**src/rtl/range_frame_driver.sv**
```systemverilog
// Buffers samples and replays them as one go/finish framed burst for the range finder,
// while tracking max/min so the expected range of the frame is available in the done cycle.
module range_frame_driver #(
    parameter int WIDTH = 8,
    parameter int DEPTH = 8,
    localparam int CW = $clog2(DEPTH + 1)
) (
    input  logic             clk,
    input  logic             rst_n,
    input  logic             wr_en,
    input  logic [WIDTH-1:0] wr_data,
    input  logic             start,
    output logic [CW-1:0]    count,
    output logic             busy,
    output logic             done,
    output logic [WIDTH-1:0] exp_range,
    output logic             frame_err,
    output logic             wr_drop,
    output logic [WIDTH-1:0] rf_data,
    output logic             rf_go,
    output logic             rf_finish
);

    localparam int AW = $clog2(DEPTH);

    typedef enum logic [2:0] {IDLE, FIRST, MID, LAST, GAP} state_t;

    state_t           state, state_nx;
    logic [WIDTH-1:0] mem [DEPTH];
    logic [AW-1:0]    rd_ptr, wr_ptr;
    logic [CW-1:0]    rem, rem_nx;
    logic [WIDTH-1:0] max_q, min_q;
    logic [WIDTH-1:0] head;
    logic             accept, push, pop;

    // Unsigned span; max never falls below min so the subtraction cannot wrap.
    function automatic logic [WIDTH-1:0] span(input logic [WIDTH-1:0] hi, input logic [WIDTH-1:0] lo);
        return hi - lo;
    endfunction

    assign head   = mem[rd_ptr];
    assign accept = (state == IDLE) && start && (count >= CW'(2));
    assign push   = wr_en && (state == IDLE) && !start && (count < CW'(DEPTH));
    assign busy   = (state != IDLE);

    // rem counts the samples still to be shown after the one entering the output register.
    always_comb begin
        state_nx = state;
        rem_nx   = rem;
        case (state)
            IDLE: begin
                if (accept) begin
                    state_nx = FIRST;
                    rem_nx   = count - CW'(1);
                end
            end
            FIRST, MID: begin
                rem_nx   = rem - CW'(1);
                state_nx = (rem == CW'(1)) ? LAST : MID;
            end
            LAST:    state_nx = GAP;
            GAP:     state_nx = IDLE;
            default: state_nx = IDLE;
        endcase
    end

    assign pop = (state_nx == FIRST) || (state_nx == MID) || (state_nx == LAST);

    always_ff @(posedge clk or negedge rst_n) begin
        if (!rst_n) begin
            state     <= IDLE;
            rem       <= '0;
            rd_ptr    <= '0;
            wr_ptr    <= '0;
            count     <= '0;
            rf_go     <= 1'b0;
            rf_finish <= 1'b0;
            rf_data   <= '0;
            done      <= 1'b0;
            exp_range <= '0;
            frame_err <= 1'b0;
            wr_drop   <= 1'b0;
        end else begin
            state     <= state_nx;
            rem       <= rem_nx;
            rf_go     <= (state_nx == FIRST);
            rf_finish <= (state_nx == LAST);
            rf_data   <= pop ? head : '0;
            done      <= (state_nx == GAP);
            if (push) wr_ptr <= wr_ptr + AW'(1);
            if (pop)  rd_ptr <= rd_ptr + AW'(1);
            if (push && !pop)      count <= count + CW'(1);
            else if (pop && !push) count <= count - CW'(1);
            if (state_nx == GAP) exp_range <= span(max_q, min_q);
            if (accept)                             frame_err <= 1'b0;
            else if ((state == IDLE) && start)      frame_err <= 1'b1;
            // A write dropped in the accepting cycle must still be flagged.
            if (wr_en && !push) wr_drop <= 1'b1;
            else if (accept)    wr_drop <= 1'b0;
        end
    end

    always_ff @(posedge clk) begin
        if (push) mem[wr_ptr] <= wr_data;
        if (pop) begin
            if (state_nx == FIRST) begin
                max_q <= head;
                min_q <= head;
            end else begin
                if (head > max_q) max_q <= head;
                if (head < min_q) min_q <= head;
            end
        end
    end

endmodule
```
**config.mk**
```make
export PLATFORM = sky130hd
export DESIGN_NAME = range_frame_driver
export DESIGN_NICKNAME = d
export VERILOG_FILES = /design/src/rtl/range_frame_driver.sv
export SDC_FILE = /design/constraint.sdc
export NUM_CORES = 1
export LEC_CHECK = 0
export ABC_CLOCK_PERIOD_IN_PS = 4200
export CAP_MARGIN = 20
export CORE_ASPECT_RATIO = 0.75
export CORE_MARGIN = 5
export CORE_UTILIZATION = 58
export CTS_CLUSTER_SIZE = 30
export DETAILED_ROUTE_END_ITERATION = 8
export PLACE_DENSITY_LB_ADDON = 0.05
export SYNTH_ARGS = -nofsm -noshare
export SYNTH_HDL_FRONTEND = slang
export SYNTH_SLANG_ARGS = --single-unit
```
**constraint.sdc**
```tcl
create_clock -name clk -period 4.2 [get_ports clk]
set_clock_uncertainty 0.1 [all_clocks]
set_input_delay 1.05 -clock clk [delete_from_list [all_inputs] [get_ports clk]]
set_output_delay 1.05 -clock clk [all_outputs]
set_load 0.01 [all_outputs]
```
==> Flow_metrics.wiki <==
{| class="wikitable"
! Metric !! Value
|-
| Status || completed
|-
| Pre-CTS setup slack || 0.4024 ns
|-
| Ratio of routed vias to standard cells || about 5.5
|-
| Initial antenna violation count || 0
|-
| Critical Path RT || roughly 4.1 ns
|-
| Worst hold path type || reg2reg
|-
| Critical path peak fanout || 8
|-
| Clock transition at the registers of the reported paths || roughly 0.050 ns
|-
| Max-cap violation count || 0
|-
| Setup repair after global routing missed its margin || false
|-
| Floorplan core area || approximately 8900 sq um
|-
| Number of flip-flops and latches in the synthesized netlist || 118
|-
| Top delay family on crit path || compound AO/OA/AOI/OAI gates
|-
| Area share of the largest cell type after synthesis || 0.4586
|-
| Insertion delay of the later-clocked pin in the worst-skew pair || around 0.41 ns
|-
| HPWL Detailed || between 6000 and 7000 um
|-
| Total congestion overflow || 0
|-
| Standard cell with the maximum stage delay on the critical path || sky130_fd_sc_hd__o21ai_1
|-
| Static power due to leakage || approximately 2.6 nW
|-
| Number of buffer and inverter instances along the worst setup path || 2
|-
| Die Footprint || approximately 11000 sq um
|-
| Aggregate global-route resource usage || 0.1951
|-
| Total via count after detailed routing || ~3000
|-
| Die outline width || roughly 120 um
|-
| DRC viols || 0
|-
| Worst Setup End Kind || flop
|-
| Antenna fix cells || 0
|-
| Setup-failing EPs final || 0
|-
| Number of buffers inserted to repair setup after CTS || 0
|-
| Final period utilization || 0.8753
|-
| Post-CTS Hold Fix Bufs || 0
|-
| Predominant post-synthesis flop cell || sky130_fd_sc_hd__edfxtp_1
|-
| Synth top area cells || sky130_fd_sc_hd__edfxtp_1 (46%), sky130_fd_sc_hd__dfrtp_1 (18%), sky130_fd_sc_hd__ha_1 (7.2%)
|-
| Startpoint type of the worst setup path || flop
|-
| Port-buffer cells || 37
|-
| Minimum clock period || roughly 3.7 ns
|-
| Final-layout setup total negative slack || 0 ns
|-
| Number of nets in the layout || 455
|-
| Fraction of the yosys area taken by sequential cells || 0.6401
|-
| TritonCTS clock tree || yes
|-
| Most numerous cell in the Yosys netlist || sky130_fd_sc_hd__edfxtp_1
|-
| Maximum clock path buffer count || 2
|-
| Total nets after synthesis || 391
|-
| Initial core utilization || 0.5864
|-
| Clock sinks || roughly 120
|-
| Transition time of the tightest slew-check pin || between 0.8 and 0.9 ns
|-
| Timing-limited maximum frequency || roughly 270 MHz
|-
| Area growth, synth to finish || 21.73%
|-
| Number of unique standard cell types used by synthesis || 45
|-
| Worst setup path class || reg2reg
|-
| Peak supply drop || approximately 0.00043 V
|-
| Total power density per cell area || 859.0 nW/um^2
|-
| Routed Antenna Nets || 0
|-
| Stage delay of the slowest cell on the critical path || a little under 0.7 ns
|-
| First-pass GRT wire length || 15930 um
|-
| Netlist area before placement || around 5200 sq um
|-
| Number of placement rows || 30
|-
| Clock root cell || sky130_fd_sc_hd__clkbuf_16
|-
| Share of synthesized registers carrying an async set or reset || 0.3220
|-
| Fraction of final layout cells sized beyond drive strength 1 || 0.1863
|-
| Length of the first detailed-routing pass in iterations || 4
|-
| Vias in the first global route || 3009
|-
| Vertical extent of the die || approximately 92 um
|-
| Post-synth EDFFs || 80
|-
| Number of buffers inserted during clock tree synthesis || 17
|-
| H-Tree Depth || 4
|-
| Biggest area consumer among synthesized cells || sky130_fd_sc_hd__edfxtp_1
|-
| Number of DRC markers after the initial detailed-route iteration || about 190
|-
| Count of mapped cells out of synthesis || between 300 and 400
|-
| Average instance area after synthesis || about 15 sq um
|-
| Relative max-transition margin || 0.4168
|-
| Post-synth top cells || sky130_fd_sc_hd__edfxtp_1 (80), sky130_fd_sc_hd__dfrtp_1 (38), sky130_fd_sc_hd__ha_1 (30)
|-
| Final count of hold timing violations || 0
|-
| Number of top-level pins || 38
|-
| Syn. warnings || 0
|-
| Crit path arrival time || between 3 and 4 ns
|-
| Global placement routability congestion || 0.8091
|-
| Final Worst Setup Slack || 0.5236 ns
|-
| CP cell instances || buf_12, buf_4, mux4_1, mux2_4, ha_1, a211oi_1, nor2_1, nor3_1, nand2_1, o21ai_1
|-
| Post-detailed-routing wire length || 9767 um
|-
| Mean routed wirelength per cell || roughly 18 um
|-
| Final Max Tran Viols || 0
|-
| Cts repair resizes || 0
|-
| Largest net degree at the start of global routing || 39
|}
[layout by cell type (no fill, tap or decap), drive strengths merged, types with 2 or more instances in the layout]
| cell type | n |
|---|---|
| a211oi | 4 |
| a21oi | 7 |
| a221oi | 2 |
| a31oi | 2 |
| and2 | 7 |
| buf | 17 |
| bufinv | 2 |
| clkbuf | 17 |
| clkdlybuf4s50 | 36 |
| clkinv | 6 |
| clkinvlp | 5 |
| dfrtp | 38 |
| edfxtp | 80 |
| ha | 30 |
| inv | 30 |
| mux2 | 9 |
| mux2i | 2 |
| mux4 | 16 |
| nand2 | 24 |
| nand2b | 9 |
| nand4 | 4 |
| nor2 | 16 |
| nor2b | 2 |
| nor3 | 8 |
| nor4 | 2 |
| o211ai | 2 |
| o21a | 5 |
| o21ai | 15 |
| o31ai | 4 |
| or2 | 2 |
| xnor2 | 6 |
| xor2 | 7 |
[state kept, by name, summed over array words and instances (netlist names), 3 cells and up]
| register | count |
|---|---|
| rd_ptr | 3 |
| rf_data | 8 |
| wr_ptr | 3 |
| count | 4 |
| max_q | 8 |
| min_q | 8 |
| exp_range | 8 |
| mem | 64 |
| state | 3 |
| rem | 4 |
[tightest hold or removal path: cells and delay by family, from the launching register on]
| family | cells | cell delay (ns) |
|---|---|---|
| AO/OA/AOI/OAI | 1 | 0.05 |
| flip-flops | 1 | 0.34 |
| AND/OR/NAND/NOR | 1 | 0.05 |
[worst paths after layout]
path | from | end | slack [ns] | cells past startpoint
setup / recovery | rd_ptr[0] | min_q[3] | 0.52 | 10
hold / removal | exp_range[3] | exp_range[3] | 0.37 | 2
setup reg to reg | rd_ptr[0] | min_q[3] | 0.52 | 10
hold reg to reg | exp_range[3] | exp_range[3] | 0.37 | 2
max in group asynchronous | rst_n | wr_ptr[1] | 2.79 | 1
min in group asynchronous | rst_n | exp_range[6] | 0.66 | 1
[layer usage]
metal / track usage / up-vias / wire length [um]
met2: 0.2768 / 74 / 4365
li1: - / 1420 / -
met1: 0.2813 / 1457 / 4714
met5: 0 / - / 0
met4: 0.09056 / 0 / 163
met3: 0.05495 / 14 / 523
[per-stage QoR]
stage	cells	util	instance area [sq um]	power, mW	hold WS (ns)
floorplan	348	-	5239	3.402	0.3429
global placement	504	0.6504	5811	4.068	0.3609
detailed placement	504	0.6504	5811	4.122	0.3655
CTS	535	0.7133	6372	5.514	0.3774
global route	536	0.7139	6377	5.844	0.3925
finish	536	0.7139	6377	5.478	0.3734
[kinds of logic after synthesis]
group / Yosys count / synth area share
multiplexers: 27 / 0.1006
buffers and inverters: 37 / 0.03200
AND/OR/NAND/NOR: 77 / 0.07571
XOR/XNOR: 13 / 0.02173
flip-flops: 118 / 0.6401
AO/OA/AOI/OAI: 45 / 0.05446
adder cells (fa/ha/maj): 31 / 0.07547
[report_power, final]
part           internal, mW  switching, mW  total (mW)
Sequential             1.62          0.213        1.83
Clock                 0.861          0.503        1.36
Combinational          1.12           1.16        2.28
Total                  3.60           1.88        5.48
[final cells by class]
type / count / area, sq um
clock inverters: 14 / 136.4
repair buffers: 53 / 495.5
flip-flops and latches: 118 / 3353
fillers: 627 / 2556
inverters: 29 / 108.9
multi-input cells: 193 / 1718
well taps: 112 / 140.1
clock buffers: 17 / 425.4
No activity file was read; power rests on OpenSTA's default activity.
==> patch (same flow settings) <==
Encoding of `state_t`: now one-hot (5 bits for 5 states).
--- a/src/rtl/range_frame_driver.sv
+++ b/src/rtl/range_frame_driver.sv
@@ -23,7 +23,7 @@
 
     localparam int AW = $clog2(DEPTH);
 
-    typedef enum logic [2:0] {IDLE, FIRST, MID, LAST, GAP} state_t;
+    typedef enum logic [4:0] {IDLE = 5'b00001, FIRST = 5'b00010, MID = 5'b00100, LAST = 5'b01000, GAP = 5'b10000} state_t;
 
     state_t           state, state_nx;
     logic [WIDTH-1:0] mem [DEPTH];
Formal check against the unedited RTL: no difference found for any inputs over 4 cycles, from zero or initial values and one cycle with rst_n low; so few cycles prove little.
==> patch against the original RTL <==
Final area up 2.9%; critical path type unchanged; sequential cell count up 2; area after synthesis up 2.5%; largest power group unchanged; worst setup slack better by 140 ps; non-clock buffer count down 2; highest routed layer unchanged; routed wire length up 18%; total power down 1.9%.
==> patch: results (changes against the original RTL) <==
| Metric | Value |
|---|---|
| Power density over the cells | 818 mW/mm^2 (-4.7%) |
| Max-slew headroom | 0.408 (-0.00893) |
| Filler cells | 596 (-4.9%) |
| Total wire length | 11500 um (+18%) |
| Post-synth cell types | 47 (+4.4%) |
| Outcome | finished clean |
| Via total after detailed routing | 3277 (+11%) |
| Worst stage delay on the critical path | 880 ps (+200 ps) |
| Cell area after placement | 0.00595 mm^2 (+2.5%) |
| Crit Path Max Fanout | 18 (+10) |
| LEAKAGE | 2.63 nW (+1.8%) |
| First-pass GRT wire length | 18800 um (+18%) |
| Cell family with the largest share of critical-path delay | flip-flops |
| Part of the Yosys area used for sequential elements | 0.634 (-0.00581) |
| Post-synth ARST share | 0.333 (+0.0113) |
| Half-perimeter wire length after detailed placement | 7530 um (+9.6%) |
| Layout cell share with drive strength beyond 1 | 0.170 (-0.0159) |
| Combinational cell fraction of total power | 0.385 (-0.031) |
| Pin count of the biggest net entering global routing | 41 (+5.1%) |
| Port-buffer cells | 37 (unchanged) |
| Placer Congestion | 0.838 (+3.6%) |
| Mapped Cells | 367 (+5.5%) |
| P_clk | 1.50 mW (+10%) |
| Overall routing resource usage | 0.228 (+0.0329) |
| Post-route non-filler standard cell count | 568 (+6.0%) |
| Number of DRC markers after the initial detailed-route iteration | 334 (+75%) |
| Worst vdd rail ir drop | 0.534 mV (+23%) |
| Final-stage net count | 470 (+3.3%) |
| Switching power summed over all nets | 1.86 mW (-0.72%) |
| Most common library cells after synthesis | 80 x edfxtp_1, 39 x dfrtp_1, 31 x inv_1 |
| Dominant cells by area after synthesis | edfxtp_1 45%, dfrtp_1 18%, ha_1 7.0% |
| Minimum setup slack after placement | 695 ps (+293 ps) |
| Placed instance count | 536 (+6.3%) |
| Critical path's slowest cell | dfrtp_1 |
| Data arrival time at the worst-slack endpoint | 3470 ps (-140 ps) |
| Net count after synthesis | 410 (+4.9%) |
[patch: kinds of logic (layout without fill, tap and decap cells)]
group | Yosys count | in the layout | share of synthesized area
DFF | 120 | 120 | 0.634
and+or+nand+nor | 79 | 79 | 0.0802
AOI/OAI and AO/OA | 54 | 54 | 0.0667
buffers and inverters | 42 | 115 | 0.0315
adders and majority gates | 31 | 31 | 0.0737
muxes | 28 | 28 | 0.0925
xor gates and xnor gates | 13 | 13 | 0.0212
[patch: final cells by class]
cell class	instances	area share
sequential	120	0.519
multi-input combinational	205	0.273
timing repair buffer	51	0.0717
clock buffer	18	0.0654
clock inverter	14	0.0276
tap	128	0.0244
inverter	32	0.0191
[patch: routing by layer]
layer / GRT usage / share of wire / wire length, um / vias up
li1: - / - / - / 1511
met1: 0.330 / 0.48 / 5540 / 1658
met2: 0.330 / 0.44 / 5100 / 96
met3: 0.0774 / 0.064 / 733 / 12
met4: 0.0660 / 0.012 / 142 / 0
met5: 0 / 0 / 0 / -
[patch: path summary, 6_finish.rpt]
| check | start | to | slack (ps) | cells past startpoint |
|---|---|---|---|---|
| worst min-delay path | exp_range[4]$_DFFE_PN0P_ | exp_range[4]$_DFFE_PN0P_ | 380 | 1 |
| worst max register to register | rd_ptr[1]$_DFFE_PN0N_ | max_q[2]$_DFFE_PP_ | 670 | 7 |
| worst max-delay path | rd_ptr[1]$_DFFE_PN0N_ | max_q[2]$_DFFE_PP_ | 670 | 7 |
| min in group asynchronous | rst_n | wr_ptr[0]$_DFFE_PN0P_ | 660 | 1 |
| worst min register to register | exp_range[4]$_DFFE_PN0P_ | exp_range[4]$_DFFE_PN0P_ | 380 | 1 |
| max in group asynchronous | rst_n | rf_data[2]$_DFF_PN0_ | 2770 | 1 |
